$ cat src/rtl/bound_hist_acc.sv
// Per-bound histogram for the PCMA lock calculator: bins a window of samples,
// scans the bins for the maximum and emits one packed frame per window.
module bound_hist_acc #(
  parameter int DATA_WIDTH      = 16,
  parameter int BOUND_WIDTH     = 10,
  parameter int BOUND_NUM       = 32,
  parameter int BOUND_NUM_WIDTH = 5,
  parameter int WIN_WIDTH       = 16
) (
  input  logic                            clk,
  input  logic                            reset_n,
  input  logic [BOUND_WIDTH-1:0]          sample_i,
  input  logic                            sample_val_i,
  input  logic [WIN_WIDTH-1:0]            win_len_i,
  output logic                            busy_o,
  output logic                            data_val_o,
  output logic [DATA_WIDTH*BOUND_NUM-1:0] data_o,
  output logic [BOUND_NUM_WIDTH-1:0]      max_num_o,
  output logic                            sat_o
);

  typedef enum logic [1:0] {
    ACC    = 2'd0,
    SEARCH = 2'd1,
    SEND   = 2'd2
  } state_e;

  localparam logic [DATA_WIDTH-1:0]      BIN_MAX  = {DATA_WIDTH{1'b1}};
  localparam logic [BOUND_NUM_WIDTH-1:0] LAST_IDX = BOUND_NUM_WIDTH'(BOUND_NUM - 1);
  localparam logic [WIN_WIDTH-1:0]       WIN_ONE  = {{(WIN_WIDTH-1){1'b0}}, 1'b1};

  state_e                          state_q;
  logic [DATA_WIDTH-1:0]           bins_q [BOUND_NUM];
  logic [WIN_WIDTH-1:0]            cnt_q;
  logic [WIN_WIDTH-1:0]            win_len_q;
  logic                            sat_q;
  logic [BOUND_NUM_WIDTH-1:0]      scan_q;
  logic [BOUND_NUM_WIDTH-1:0]      max_idx_q;
  logic [DATA_WIDTH-1:0]           max_val_q;
  logic                            busy_q;
  logic                            data_val_q;
  logic [DATA_WIDTH*BOUND_NUM-1:0] data_q;
  logic [BOUND_NUM_WIDTH-1:0]      max_num_q;
  logic                            sat_out_q;

  logic [BOUND_NUM_WIDTH-1:0]      idx_s;
  logic [WIN_WIDTH-1:0]            cnt_d;
  logic [WIN_WIDTH-1:0]            eff_len_s;
  logic [DATA_WIDTH-1:0]           scan_val_s;

  // Bin select, next sample count, effective window length and scanned bin.
  always_comb begin
    idx_s      = sample_i[BOUND_WIDTH-1 -: BOUND_NUM_WIDTH];
    cnt_d      = cnt_q + WIN_ONE;
    eff_len_s  = (win_len_q == {WIN_WIDTH{1'b0}}) ? WIN_ONE : win_len_q;
    scan_val_s = bins_q[scan_q];
  end

  // Accumulate / search / send state machine with registered frame outputs.
  always_ff @(posedge clk) begin
    if (!reset_n) begin
      state_q    <= ACC;
      for (int i = 0; i < BOUND_NUM; i++) bins_q[i] <= {DATA_WIDTH{1'b0}};
      cnt_q      <= {WIN_WIDTH{1'b0}};
      win_len_q  <= win_len_i;
      sat_q      <= 1'b0;
      scan_q     <= {BOUND_NUM_WIDTH{1'b0}};
      max_idx_q  <= {BOUND_NUM_WIDTH{1'b0}};
      max_val_q  <= {DATA_WIDTH{1'b0}};
      busy_q     <= 1'b0;
      data_val_q <= 1'b0;
      data_q     <= {(DATA_WIDTH*BOUND_NUM){1'b0}};
      max_num_q  <= {BOUND_NUM_WIDTH{1'b0}};
      sat_out_q  <= 1'b0;
    end else begin
      data_val_q <= 1'b0;
      case (state_q)
        ACC: begin
          if (sample_val_i) begin
            // A saturated bin holds its value and flags the window instead.
            if (bins_q[idx_s] == BIN_MAX) begin
              sat_q <= 1'b1;
            end else begin
              bins_q[idx_s] <= bins_q[idx_s] + {{(DATA_WIDTH-1){1'b0}}, 1'b1};
            end
            cnt_q <= cnt_d;
            if (cnt_d == eff_len_s) begin
              state_q <= SEARCH;
              busy_q  <= 1'b1;
              scan_q  <= {BOUND_NUM_WIDTH{1'b0}};
            end
          end
        end
        SEARCH: begin
          // Strict compare keeps the lowest index on ties.
          if ((scan_q == {BOUND_NUM_WIDTH{1'b0}}) || (scan_val_s > max_val_q)) begin
            max_val_q <= scan_val_s;
            max_idx_q <= scan_q;
          end
          scan_q <= scan_q + {{(BOUND_NUM_WIDTH-1){1'b0}}, 1'b1};
          if (scan_q == LAST_IDX) state_q <= SEND;
        end
        SEND: begin
          for (int i = 0; i < BOUND_NUM; i++) begin
            data_q[i*DATA_WIDTH +: DATA_WIDTH] <= bins_q[i];
            bins_q[i] <= {DATA_WIDTH{1'b0}};
          end
          max_num_q  <= max_idx_q;
          sat_out_q  <= sat_q;
          data_val_q <= 1'b1;
          cnt_q      <= {WIN_WIDTH{1'b0}};
          sat_q      <= 1'b0;
          win_len_q  <= win_len_i;
          busy_q     <= 1'b0;
          state_q    <= ACC;
        end
        default: begin
          state_q <= ACC;
          busy_q  <= 1'b0;
        end
      endcase
    end
  end

  assign busy_o     = busy_q;
  assign data_val_o = data_val_q;
  assign data_o     = data_q;
  assign max_num_o  = max_num_q;
  assign sat_o      = sat_out_q;

endmodule

$ cat config.mk
export PLATFORM = sky130hd
export DESIGN_NAME = bound_hist_acc
export DESIGN_NICKNAME = d
export VERILOG_FILES = /design/src/rtl/bound_hist_acc.sv
export SDC_FILE = /design/constraint.sdc
export NUM_CORES = 2
export LEC_CHECK = 0
export CORE_MARGIN = 4
export CORE_UTILIZATION = 35
export DETAILED_ROUTE_END_ITERATION = 10
export SLEW_MARGIN = 20
export SYNTH_ARGS = -nofsm -noshare
export SYNTH_HDL_FRONTEND = slang
export SYNTH_SLANG_ARGS = --single-unit
$ cat constraint.sdc
create_clock -name clk -period 14.7 [get_ports clk]
set_input_delay 4.41 -clock clk [delete_from_list [all_inputs] [get_ports clk]]
set_output_delay 4.41 -clock clk [all_outputs]
set_load 0.03 [all_outputs]
==> reports/metrics.yaml <==
postCtsSetupRepairBufs: 0
hold_path_class: "reg2reg"
seq_power_share_pct: 48.6
cts.htree.levels: 3
crit_top_cell: "buf_4"
relSlewSlack_pct: 22.0
grt_overflow_total: 0
drt_iter0_drc: 4848
cts_buffers: 117
ys_seq_area_share_pct: 59.3
fin_crit_sh_pct: 72.5
antenna_found_initial: 14
synthArstFlopShare_pct: 0
dr.max_layer_used: "met5"
synthTopCellsByArea: "edfxtp_1 (34%), dfxtp_1 (25%), a22o_1 (9.9%)"
place_ws_ps: 3540
drive_above_1_share_pct: 12.5
vias_per_cell: 5.94
yosysWarnings: 0
routabilityCongestion: 1.01
wl_met3_mm: 20.6
dr_wl_met2_mm: 87.7
rows: 132
hold_viol_final: 0
cpPeakStageDelay_ps: 1080
drv_cap: 0
die-area_um2: 137000
final_max_slew_viol_count: 0
initial_core_util_pct: 35.4
final_cells: 5759
fin_crit_ps: 10660
clock_tree.root_cell: "clkbuf_16"
switching_share_pct: 25.6
skew_ps: 67.6
rsz0062_at_grt: "no"
p_leak_uw: 0.0201
ant_nets: 0
synthFlopType: "dfxtp_1"
hold_depth: 2
vias: 34200
clockPowerShare_pct: 44.7
drc: 0
cts_tree: "yes"
net-switching-power_uw: 1770
syn_nets: 3568
cts_resized: 0
rr_worst_depth: 12
synth_top_area_share_pct: 34.5
wire_per_inst_um: 34.0
dp_cells: 5532
tns_ps: 0
path_clk_slew_ps: 60
ys_types: 60
worstHoldStart: "max_val_q[15]$_SDFFE_PN0P_"
avgSynthCellArea_um2: 13.1
r2r-end: "bins_q[0][11]$_SDFFCE_PN0P_"
outcome: "completed"
met1_length_mm: 77.8
critPathKind: "in2reg"
syn_inst: 3518
holdWs_ps: 471
firstDrtPassIters: 5
min_to: "max_val_q[15]$_SDFFE_PN0P_"
r2r_slack_ps: 8930
p_comb_share_pct: 6.8
path_cells: "clkdlybuf4s50_1, nand4bb_1, o22ai_1, nor4_1, nand2_1, buf_4, ha_1, inv_1, or4b_4, buf_4, nor2_4, buf_4, o21ai_2"
io_buffers: 543
p_int_uw: 5140
fin_nets: 3959
layout.cell_area.non_filler_um2: 56700
clock_tree.buffer_depth: 3
placed_area_um2: 52700
rr_startpoint: "bins_q[23][0]$_SDFFCE_PN0P_"
start_kind: "input port"
grt_util_all_layers_pct: 27.7
setup_violations: 0
crit_fanout: 36
crit_path_start: "sample_i[9]"
cts.sink_count: 1098
ios: 549
grt_pass1_wl_mm: 267
ys_ff_latch: 1098
die_height_um: 370
crit_arrival_ps: 11040
syn_to_final_growth_pct: 23.4
ir_drop_uv: 108
grt_pass1_vias: 32300
grt_max_degree: 194
place_hpwl_mm: 143
yosysTopAreaCell: "edfxtp_1"
die_x_um: 370
core-area_um2: 130000
fillers: 11900
clkLatencyLatePin_ps: 770
powerDensity_nw_per_um2: 122
required_ps: 15080
critPathCaptureType: "register"
synth_edf_count: 528
routed_wl_mm: 196
synth_area_um2: 46000
worst_pin_slew_ps: 1150
slowest_stage: "clkdlybuf4s50_1"
fmax_mhz: 93.8
fin_ws_ps: 4040
cts.hold.buffers_added: 0
==> worst max-delay path by stage <==
stage,endpoint,slack [ps]
final,bins_q[0][11]$_SDFFCE_PN0P_,4040
after global routing,bins_q[27][1]$_SDFFCE_PN0P_,3990
after CTS,bins_q[27][1]$_SDFFCE_PN0P_,4360
after detailed placement,bins_q[27][9]$_SDFFCE_PN0P_,3540
after global placement,bins_q[27][11]$_SDFFCE_PN0P_,3590
after floorplan,bins_q[0][0]$_SDFFCE_PN0P_,5930
==> cells in the mapped netlist, drive strengths merged, types with 4 or more instances <==
library cell / number
dfxtp: 570
edfxtp: 528
nor2: 527
a22o: 518
mux2i: 256
clkbuf: 215
mux4: 164
o22ai: 124
buf: 119
nand2: 83
nor3: 77
o21ai: 49
nor4: 44
xnor2: 32
inv: 25
ha: 21
a211oi: 18
a21oi: 17
mux2: 15
nand3: 15
nand4: 15
xor2: 8
or3: 7
nand4bb: 6
and3: 5
nand2b: 5
or2: 5
or4b: 5
a41o: 4
nand4b: 4
nor2b: 4
==> cells in the final DEF, fill, tap and decap left out, types with 16 or more instances in the layout <==
cell               n
clkbuf_8          18
clkdlybuf4s50_1  542
clkbuf_16        123
a21oi_1           16
xnor2_1           20
inv_1             24
o22ai_1          123
buf_4             57
nor4_1            44
dfxtp_1          567
ha_1              21
a211oi_1          18
nor3_1            77
o21ai_4           30
clkbuf_1          20
edfxtp_1         528
nand2_1           77
a22o_1           518
mux2i_1          256
mux4_2           164
nor2_1           524
clkinv_2          20
o21ai_0           17
==> kinds of logic (layout without fill, tap and decap cells) <==
kind of cell / Yosys count / after routing / synth area share [%]
AOI/OAI and AO/OA: 750 / 750 / 13.8
DFF: 1098 / 1098 / 59.3
muxes: 435 / 435 / 14.0
buffers and inverters: 359 / 853 / 3.84
and+or+nand+nor: 815 / 815 / 7.79
other: 0 / 5 / 0
adders and majority gates: 21 / 21 / 0.571
xor gates and xnor gates: 40 / 40 / 0.762
==> flip-flops by register name, summed over array words and instances, names as in the netlist, named ones only <==
name and flops:
bins_q 512, data_o 512, cnt_q 16, max_val_q 16, win_len_q 16, max_idx_q 5, max_num_o 5, scan_q 5
state_q 2, busy_o 1, data_val_o 1, sat_o 1, sat_q 1
==> critical path, delay by kind of cell <==
kind            cells  cell delay (ps)
simple gates        5             2590
buf+inv             5             2590
fa+ha+maj           1              390
compound gates      2              920
==> routing by layer <==
metal / vias up / track usage [%]
li1: 14300 / -
met1: 17600 / 37.4
met2: 2027 / 42.0
met3: 342 / 7.09
met4: 6 / 12.1
met5: - / 0
==> layout make-up <==
class | instances | area [µm²] | area share [%]
repair buffers | 606 | 5990 | 10.6
well taps | 1742 | 2180 | 3.84
multi-input cells | 2061 | 17200 | 30.3
flip-flops and latches | 1098 | 27300 | 48.1
diodes | 5 | 12.5 | 0.0221
clock inverters | 59 | 586 | 1.03
inverters | 25 | 93.8 | 0.165
clock buffers | 163 | 3410 | 6.01
==> power by group through the flow <==
stage / logic, µW / clock network [µW] / registers (µW)
floorplan: 243 / 0 / 3350
global placement: 446 / 0 / 3410
detailed placement: 447 / 0 / 3420
CTS: 449 / 3120 / 3350
global route: 469 / 3240 / 3350
finish: 467 / 3080 / 3350
==> metrics by stage <==
stage / total power (µW) / utilization (%)
after floorplan: 3600 / -
after global placement: 3860 / 40.5
after detailed placement: 3860 / 40.5
after CTS: 6920 / 43.6
after global routing: 7060 / 43.6
final: 6900 / 43.6
No activity file was read; power rests on OpenSTA's default activity.
